$ cat config.mk
export PLATFORM = sky130hd
export DESIGN_NAME = div_arbiter_flat
export DESIGN_NICKNAME = d
export VERILOG_FILES = /design/src/rtl/div_arbiter_if.sv /design/src/rtl/div_arbiter.sv /design/src/flat_wrapper.sv
export SDC_FILE = /design/constraint.sdc
export NUM_CORES = 1
export LEC_CHECK = 0
export ABC_AREA = 1
export BUFFER_PORTS_ARGS = -buffer_cell sky130_fd_sc_hd__buf_2
export CORE_ASPECT_RATIO = 1.75
export CORE_MARGIN = 2
export CORE_UTILIZATION = 48
export DETAILED_ROUTE_END_ITERATION = 8
export PLACE_DENSITY = 0.86
export SKIP_CTS_REPAIR_TIMING = 1
export SLEW_MARGIN = 20
export SYNTH_ARGS = -nofsm -noshare
export SYNTH_HDL_FRONTEND = slang
export SYNTH_SLANG_ARGS = --single-unit
$ cat constraint.sdc
create_clock -name clk -period 4.2 [get_ports clk]
set_input_delay 0.84 -clock clk [delete_from_list [all_inputs] [get_ports clk]]
set_output_delay 0.84 -clock clk [all_outputs]
set_load 0.01 [all_outputs]
$ cat src/rtl/div_arbiter_if.sv
// div_arbiter_if: requester handshake, divider side-channel and tagged response bus of div_arbiter.
// With `DIV_ARB_DZ_FLAG_EN defined the bus also carries the zero-divisor flag rsp_dz.
interface div_arbiter_if #(
    parameter int N_REQ = 4,
    parameter int ID_W  = 2,
    parameter int A_W   = 9,
    parameter int B_W   = 9,
    parameter int O_W   = 20
);
    logic [N_REQ-1:0]     req_valid;
    logic [N_REQ-1:0]     req_ready;
    logic [N_REQ*A_W-1:0] req_a;
    logic [N_REQ*B_W-1:0] req_b;
    logic [A_W-1:0]       div_a;
    logic [B_W-1:0]       div_b;
    logic [O_W-1:0]       div_o;
    logic                 rsp_valid;
    logic [ID_W-1:0]      rsp_id;
    logic [O_W-1:0]       rsp_o;
`ifdef DIV_ARB_DZ_FLAG_EN
    logic                 rsp_dz;
`endif

    // slave is the arbiter's view; master is the requesters plus divider around it
    modport slave (
        input  req_valid, req_a, req_b, div_o,
        output req_ready, div_a, div_b, rsp_valid, rsp_id, rsp_o
`ifdef DIV_ARB_DZ_FLAG_EN
        , output rsp_dz
`endif
    );

    modport master (
        output req_valid, req_a, req_b, div_o,
        input  req_ready, div_a, div_b, rsp_valid, rsp_id, rsp_o
`ifdef DIV_ARB_DZ_FLAG_EN
        , input rsp_dz
`endif
    );
endinterface

$ cat src/rtl/div_arbiter.sv
// div_arbiter: round-robin sharing of one pipelined signed divider among N_REQ requesters, results tagged by ID.
// Optional `DIV_ARB_DZ_FLAG_EN carries a zero-divisor flag alongside each op and reports it as rsp_dz.
module div_arbiter #(
    parameter int N_REQ   = 4,
    parameter int ID_W    = 2,
    parameter int A_W     = 9,
    parameter int B_W     = 9,
    parameter int O_W     = 20,
    parameter int DIV_LAT = 3
) (
    input  logic          clk,
    input  logic          rst_n,
    input  logic          en,
    input  logic          flush_req,
    div_arbiter_if.slave  bus,
    output logic          busy,
    output logic          flush_done
);
    typedef enum logic [1:0] {IDLE = 2'd0, RUN = 2'd1, DRAIN = 2'd2} state_t;

    state_t           state, state_nxt;
    logic [ID_W-1:0]  rr_ptr;
    logic [ID_W-1:0]  gnt_id;
    logic [N_REQ-1:0] gnt_vec;
    logic             gnt_any;
    logic             can_grant;
    logic [DIV_LAT:0] tag_vld;
    logic [ID_W-1:0]  tag_id [DIV_LAT+1];
`ifdef DIV_ARB_DZ_FLAG_EN
    logic [DIV_LAT:0] tag_dz;
    logic             gnt_dz;
`endif

    // flush or disable seen this cycle suppresses the grant as well as leaving RUN
    assign can_grant = (state == RUN) && en && !flush_req;

    always_comb begin
        gnt_vec = '0;
        gnt_id  = '0;
        gnt_any = 1'b0;
        for (int k = 0; k < N_REQ; k++) begin
            if (!gnt_any && can_grant && bus.req_valid[(int'(rr_ptr) + k) % N_REQ]) begin
                gnt_any = 1'b1;
                gnt_id  = ID_W'((int'(rr_ptr) + k) % N_REQ);
            end
        end
        if (gnt_any) begin
            gnt_vec[gnt_id] = 1'b1;
        end
    end

    assign bus.req_ready = gnt_vec;
    assign busy          = |tag_vld;

    always_ff @(posedge clk or negedge rst_n) begin
        if (!rst_n) begin
            state <= IDLE;
        end else begin
            state <= state_nxt;
        end
    end

    always_comb begin
        state_nxt  = state;
        flush_done = 1'b0;
        case (state)
            IDLE:    if (en) state_nxt = RUN;
            RUN:     if (flush_req || !en) state_nxt = DRAIN;
            DRAIN: begin
                if (!busy) begin
                    state_nxt  = IDLE;
                    flush_done = 1'b1;
                end
            end
            default: state_nxt = IDLE;
        endcase
    end

    // the tag pipe never stalls: its last stage lines up with the divider result
    always_ff @(posedge clk or negedge rst_n) begin
        if (!rst_n) begin
            bus.div_a <= '0;
            bus.div_b <= '0;
            rr_ptr    <= '0;
            tag_vld   <= '0;
            for (int k = 0; k <= DIV_LAT; k++) begin
                tag_id[k] <= '0;
            end
        end else begin
            tag_vld   <= {tag_vld[DIV_LAT-1:0], gnt_any};
            tag_id[0] <= gnt_id;
            for (int k = 1; k <= DIV_LAT; k++) begin
                tag_id[k] <= tag_id[k-1];
            end
            if (gnt_any) begin
                bus.div_a <= bus.req_a[int'(gnt_id)*A_W +: A_W];
                bus.div_b <= bus.req_b[int'(gnt_id)*B_W +: B_W];
                rr_ptr    <= ID_W'((int'(gnt_id) + 1) % N_REQ);
            end
        end
    end

    assign bus.rsp_valid = tag_vld[DIV_LAT];
    assign bus.rsp_id    = tag_id[DIV_LAT];
    assign bus.rsp_o     = bus.div_o;

`ifdef DIV_ARB_DZ_FLAG_EN
    assign gnt_dz = (bus.req_b[int'(gnt_id)*B_W +: B_W] == '0);

    always_ff @(posedge clk or negedge rst_n) begin
        if (!rst_n) begin
            tag_dz <= '0;
        end else begin
            tag_dz <= {tag_dz[DIV_LAT-1:0], gnt_any & gnt_dz};
        end
    end

    assign bus.rsp_dz = tag_dz[DIV_LAT];
`endif
endmodule

$ cat src/flat_wrapper.sv
// flat-port wrapper written by rule: the top's interface ports become plain ports
module div_arbiter_flat 
#(
    parameter int N_REQ   = 4,
    parameter int ID_W    = 2,
    parameter int A_W     = 9,
    parameter int B_W     = 9,
    parameter int O_W     = 20,
    parameter int DIV_LAT = 3
)
  (clk, rst_n, en, flush_req, busy, flush_done, bus_req_valid, bus_req_a, bus_req_b, bus_div_o, bus_req_ready, bus_div_a, bus_div_b, bus_rsp_valid, bus_rsp_id, bus_rsp_o);
  div_arbiter_if #(.N_REQ(N_REQ), .ID_W(ID_W), .A_W(A_W), .B_W(B_W), .O_W(O_W)) bus_i ();
  input  logic clk;
  input  logic rst_n;
  input  logic en;
  input  logic flush_req;
  output logic busy;
  output logic flush_done;
  input wire logic [$bits(bus_i.req_valid)-1:0] bus_req_valid;
  input wire logic [$bits(bus_i.req_a)-1:0] bus_req_a;
  input wire logic [$bits(bus_i.req_b)-1:0] bus_req_b;
  input wire logic [$bits(bus_i.div_o)-1:0] bus_div_o;
  output wire logic [$bits(bus_i.req_ready)-1:0] bus_req_ready;
  output wire logic [$bits(bus_i.div_a)-1:0] bus_div_a;
  output wire logic [$bits(bus_i.div_b)-1:0] bus_div_b;
  output wire logic [$bits(bus_i.rsp_valid)-1:0] bus_rsp_valid;
  output wire logic [$bits(bus_i.rsp_id)-1:0] bus_rsp_id;
  output wire logic [$bits(bus_i.rsp_o)-1:0] bus_rsp_o;
  assign bus_i.req_valid = bus_req_valid;
  assign bus_i.req_a = bus_req_a;
  assign bus_i.req_b = bus_req_b;
  assign bus_i.div_o = bus_div_o;
  assign bus_req_ready = bus_i.req_ready;
  assign bus_div_a = bus_i.div_a;
  assign bus_div_b = bus_i.div_b;
  assign bus_rsp_valid = bus_i.rsp_valid;
  assign bus_rsp_id = bus_i.rsp_id;
  assign bus_rsp_o = bus_i.rsp_o;
  div_arbiter #(.N_REQ(N_REQ), .ID_W(ID_W), .A_W(A_W), .B_W(B_W), .O_W(O_W), .DIV_LAT(DIV_LAT)) u_core (.clk(clk), .rst_n(rst_n), .en(en), .flush_req(flush_req), .bus(bus_i), .busy(busy), .flush_done(flush_done));
endmodule
# Yosys cells after proc, flatten, opt, wreduce, memory -nomap -nowiden
# Cells that the tools add are included.
# W data, S select, Z words.
# totals
mem_count,0
ramBits,0
inputBits,100
ff_bits,34
word_cells,80
out_inout_bits,47
latch_bits,0
mem_bits_ro,0
# op_classes
n_bitwise,3
n_addsub,4
n_mux,28
mul,1
n_lt_le_gt_ge,6
n_eq_ne,5
div,0
n_shift,2
n_reduce_logical,22
# ops
cell,n
$shiftx A36 B32 Y9,2
$mux W1,14
$mux W2,7
$lt A3 B4 Y1 const B,3
$logic_and A1 B1 Y1,10
$bmux W1 S2,4
$lt A2 B3 Y1 const B,2
$mul A2 B4 Y6 const B,1
$ne A2 B2 Y1 const B,3
$pmux W2 S3,1
$reduce_or A2 Y1,3
$logic_not A1 Y1,5
$add A2 B1 Y2 const B,2
$add A2 B2 Y2 const B,2
$mux W4,1
$reduce_or A4 Y1,1
$and A1 B1 Y1 const A,3
$reduce_and A3 Y1,1
$demux W1 S2,1
$eq A2 B1 Y1 const B,1
$eq A2 B2 Y1 const B,1
$ge A2 B1 Y1 const B,1
$logic_not A2 Y1,1
$logic_or A1 B1 Y1,1

# Logic depth before layout (Yosys ltp)
# depth
depth_word,22
depth_mapped,17
ltp_nobuf,15

# Least setup slack after synthesis
# Ideal clock, no wire load.
# synth_timing
kind,input-to-output
from,input en
to,output bus_req_ready[3]
path_stages,12
t_arrival_ns,2.111
t_required_ns,3.360
n_path_buf,2
slack_ns,1.249
cell_sequence,inv_1 -> nor3_4 -> nand3_1 -> nand2_1 -> inv_1 -> nand2_1 -> buf_4 -> nand2_4 -> buf_6 -> inv_1 -> nand2_1 -> inv_1
# synth_between
elab_chain_cells,21
elab_cells_between_ends,26
classes_between,2 x order compare; 11 x mux; 13 x reduce/logical
# synth_rtl
item,line,source
from (decl),flat_wrapper.sv:15,input logic en;
$logic_and A1 B1 Y1 (*) (2 in a row),div_arbiter.sv:35,assign can_grant = (state == RUN) && en && !flush_req;
$logic_and A1 B1 Y1,div_arbiter.sv:42,if (!gnt_any && can_grant && bus.req_valid[(int'(rr_ptr) + k) % N_REQ]) begin
$mux W1,div_arbiter.sv:42,
$logic_not A1 Y1,div_arbiter.sv:42,
$logic_and A1 B1 Y1 (2 in a row),div_arbiter.sv:42,
$mux W1,div_arbiter.sv:42,
$logic_not A1 Y1,div_arbiter.sv:42,
$logic_and A1 B1 Y1 (2 in a row),div_arbiter.sv:42,
[2 not listed],--,
$logic_and A1 B1 Y1 (2 in a row),div_arbiter.sv:42,
$mux W2 (*),div_arbiter.sv:42,
via u_core.gnt_id[0],div_arbiter.sv:23,logic [ID_W-1:0] gnt_id;
$lt A2 B3 Y1 (not written as such) or $ge A2 B1 Y1 (tied branches),div_arbiter.sv:48,gnt_vec[gnt_id] = 1'b1;
$logic_and A1 B1 Y1 (not written as such),div_arbiter.sv:48,
$mux W1 (not written as such),div_arbiter.sv:48,
$demux W1 S2 (*),--,
$mux W4 (*),div_arbiter.sv:47,if (gnt_any) begin
to (decl),flat_wrapper.sv:23,output wire logic [$bits(bus_i.req_ready)-1:0] bus_req_ready;
# Mark *: on every way through the listed nets, which the timed path passes. The rest lies on a longest branch.

# Worst setup path after layout
# Ends and elaborated chain as after synthesis.

==> metrics.md <==
| Metric | Value |
|---|---|
| Status | `completed` |
| Total die area | `0.00602 sq mm` |
| First-pass GRT wire length | `10100 um` |
| Sequential share of power | `30.9%` |
| Initial Utilization | `49.2%` |
| GR Overflow Total | `0` |
| Post-synth net total | `496` |
| Starting DRT DRC Count | `125` |
| GRT Util Overall | `21.8%` |
| Mapped cell area | `0.00259 sq mm` |
| Synth Warn # | `0` |
| Clk buf depth | `2` |
| Initial antenna violation count | `0` |
| Pin count of the biggest net entering global routing | `38` |
| DRC | `0` |
| CP max-delay cell | `o21ai_4` |
| Via count | `2652` |
| Crit-path cells | `buf_2 > inv_1 > nor3_4 > nand4_4 > o21ai_4 > nand2_4 > inv_1 > nand2_1 > inv_1 > buf_2` |
| Setup ws final | `0.390 ns` |
| Final hold violation count | `0` |
| Top FF cell, synth | `dfrtp_1` |
| RSZ-0062 raised after global routing | `false` |
| Antenna viol nets, final | `0` |
| Root buffer cell | `clkbuf_8` |
| Pwr dens | `572 mW/mm^2` |
| Drt wl/cell | `12.0 um` |
| Multi-input logic area | `0.00122 sq mm` |
| Core area | `0.00526 sq mm` |
| Worst hold start | `u_core.tag_id[5]` |
| R2r startpoint | `u_core.rr_ptr[0]` |
| Worst path max stage delay | `0.68 ns` |
| Global Route met3 Usage | `2.95%` |
| Met1 Resource Use GR | `22.5%` |
| CP endpoint kind | `primary output` |
| Crit path launch | `en` |
| FF-to-FF path depth | `12` |
| Post-synthesis sequential area ratio | `32.9%` |
| Rel. slew slack | `44.5%` |
| Detailed Place HPWL | `5010 um` |
| Area grow syn2layout | `17.1%` |
| Syn avg cell area | `6.53 sq um` |
| Combinational Power Share | `47.9%` |
| Met2 usage | `39.0%` |
| Total clock buffers created by CTS | `5` |
| Leakage | `1.94 nW` |
| DR pass1 iterations | `4` |
| Top Ports | `147` |
| Clock network fraction of design power | `21.2%` |
| Crit path kind | `in2out` |
| Final wirelength | `6310 um` |
| Critical path peak fanout | `37` |
| Die Span Y | `101 um` |
| Share of cells above drive strength 1 | `28.5%` |
| Period utilisation layout | `90.7%` |
| Fmax | `0.262 GHz` |
| Layout fillers | `556` |
| Rows | `35` |
| Startpoint Class | `input pin` |
| Crit path DAT | `2.97 ns` |
| Nets | `570` |
| Synth cell types | `26` |
| Gate Count Post-Synth | `396` |
| HP Class | `reg2reg` |
| Post-synthesis register bit count | `34` |
| Port Buf Inserts | `106` |
| Async S/R FF share, synth | `100%` |
| CP Data Required Time | `3.36 ns` |
| FF+latch area | `851 sq um` |
| EDFF count, synth | `0` |
| Vias in the first global route | `2422` |
| Internal power | `0.000998 W` |
| Clock Latency Late Sink | `0.28 ns` |
| Worst slack, placed | `0.361 ns` |
| Ant diodes | `0` |
| Setup TNS | `0 ns` |
| Pins Over Slew Limit | `0` |
| VDD IR max | `0.224 mV` |
| Clk_skew | `0.00716 ns` |
| Reg-to-reg slack, setup | `1.48 ns` |
| Minimum clock period | `3.81 ns` |
| Sw Ratio | `42.4%` |
| Clk pin slew, worst setup/hold paths | `0.07 ns` |
| Psw | `0.000736 W` |
| Critical path capture point | `bus_req_ready[3]` |
| Finish-stage setup viols | `0` |
| Die Span X | `59.5 um` |
| Reg-to-Reg End | `u_core.bus.div_a[4]` |
| GP Congestion | `0.869` |
| CTS tree | `built` |
| Most frequent CP cell | `inv_1` |
| Global route hottest layer | `met2` |
| Worst-margin pin slew | `0.829 ns` |
| DR vias/cell | `5.04` |
| H-tree depth | `2` |
| Total clock sinks | `34` |
| Max-Cap Viols | `0` |
## metal layers
layer | part of all wire (%) | vias to the layer above
met4 | 5.4 | 0
met1 | 37 | 1174
met3 | 5.3 | 34
met2 | 53 | 101
li1 | - | 1343
met5 | 0 | -
## cells in the mapped netlist, types with 2 or more instances
| cell type | number | area [sq um] |
|---|---|---|
| nor2_4 | 2 | 22.5 |
| nand2_4 | 2 | 22.5 |
| buf_4 | 27 | 203 |
| nor3_1 | 2 | 10.0 |
| nor2_1 | 5 | 18.8 |
| buf_2 | 5 | 25.0 |
| nand2_2 | 7 | 43.8 |
| inv_1 | 49 | 184 |
| o21ai_0 | 2 | 10.0 |
| nand3_1 | 79 | 395 |
| inv_2 | 2 | 7.51 |
| buf_6 | 7 | 78.8 |
| nand2_1 | 160 | 601 |
| clkbuf_1 | 2 | 7.51 |
| dfrtp_1 | 34 | 851 |
## flip-flops by register name, indices dropped and copies added, names as in the netlist
signal,flops
u_core.bus.div_a,9
u_core.bus.div_b,9
u_core.tag_id,6
u_core.tag_vld,4
u_core.bus.rsp_id,2
u_core.rr_ptr,2
u_core.state,2
## cell usage in the layout, fill, tap and decap left out
master / instances
nand4_4: 1
buf_2: 106
inv_6: 1
a21oi_1: 1
inv_2: 2
nand4_1: 1
nor2_4: 2
nand3_1: 79
o21ai_4: 1
dfrtp_1: 34
o21ai_1: 1
a211oi_1: 1
inv_1: 49
clkbuf_8: 6
nand3b_1: 1
bufinv_16: 2
nand2_1: 160
buf_4: 2
nand2_2: 7
nor3_4: 1
nor2_1: 5
nand2_4: 2
or4_1: 1
nor3_1: 2
nor2_2: 1
o21ai_0: 2
## layout make-up
class | count | area share [%]
flip-flops and latches | 34 | 28.1
well taps | 55 | 2.27
multi-input cells | 269 | 40.3
inverters | 52 | 6.61
clock buffers | 6 | 2.73
repair buffers | 108 | 18.0
clock inverters | 2 | 1.98
## worst min path at each step
stage                                 endpoint  slack, ns  cells past startpoint
after global placement    u_core.bus.rsp_id[0]       0.34                      0
after detailed placement      u_core.tag_id[3]       0.34                      0
final                         u_core.tag_id[3]       0.35                      0
after floorplan           u_core.bus.rsp_id[0]       0.33                      0
after CTS                     u_core.tag_id[3]       0.35                      0
after global routing          u_core.tag_id[5]       0.36                      0
## worst max-delay path: cells and delay by family
kind / cells / cell delay [ns]
compound gates: 1 / 0.68
buf+inv: 5 / 0.53
simple gates: 4 / 0.92
## logic make-up (layout without fill, tap and decap cells)
kind of cell	after synthesis	count (layout)	synth area share, %
AO/OA/AOI/OAI	6	6	1.69
buffers and inverters	93	168	19.9
AND/OR/NAND/NOR	263	263	45.6
flip-flops	34	34	32.9
## through the flow
stage | std cells | hold WS (ns) | total power, W | utilization [%] | area, sq um
detailed placement | 518 | 0.338 | 0.00137 | 55.0 | 2890
global placement | 518 | 0.335 | 0.00135 | 55.0 | 2890
global route | 526 | 0.358 | 0.00187 | 57.7 | 3030
finish | 526 | 0.353 | 0.00173 | 57.7 | 3030
floorplan | 396 | 0.331 | 0.00119 | - | 2590
CTS | 526 | 0.354 | 0.00174 | 57.7 | 3030
## power groups by stage
stage / Combinational [W] / Sequential, W / Clock (W)
2_1_floorplan: 0.000647 / 0.000545 / 0
3_3_place_gp: 0.000817 / 0.000534 / 0
3_5_place_dp: 0.000832 / 0.000539 / 0
4_1_cts: 0.000835 / 0.000534 / 0.000375
5_1_grt: 0.000943 / 0.000545 / 0.000385
6_report: 0.000830 / 0.000537 / 0.000368
Note: power is estimated with default switching activity, not from simulation.
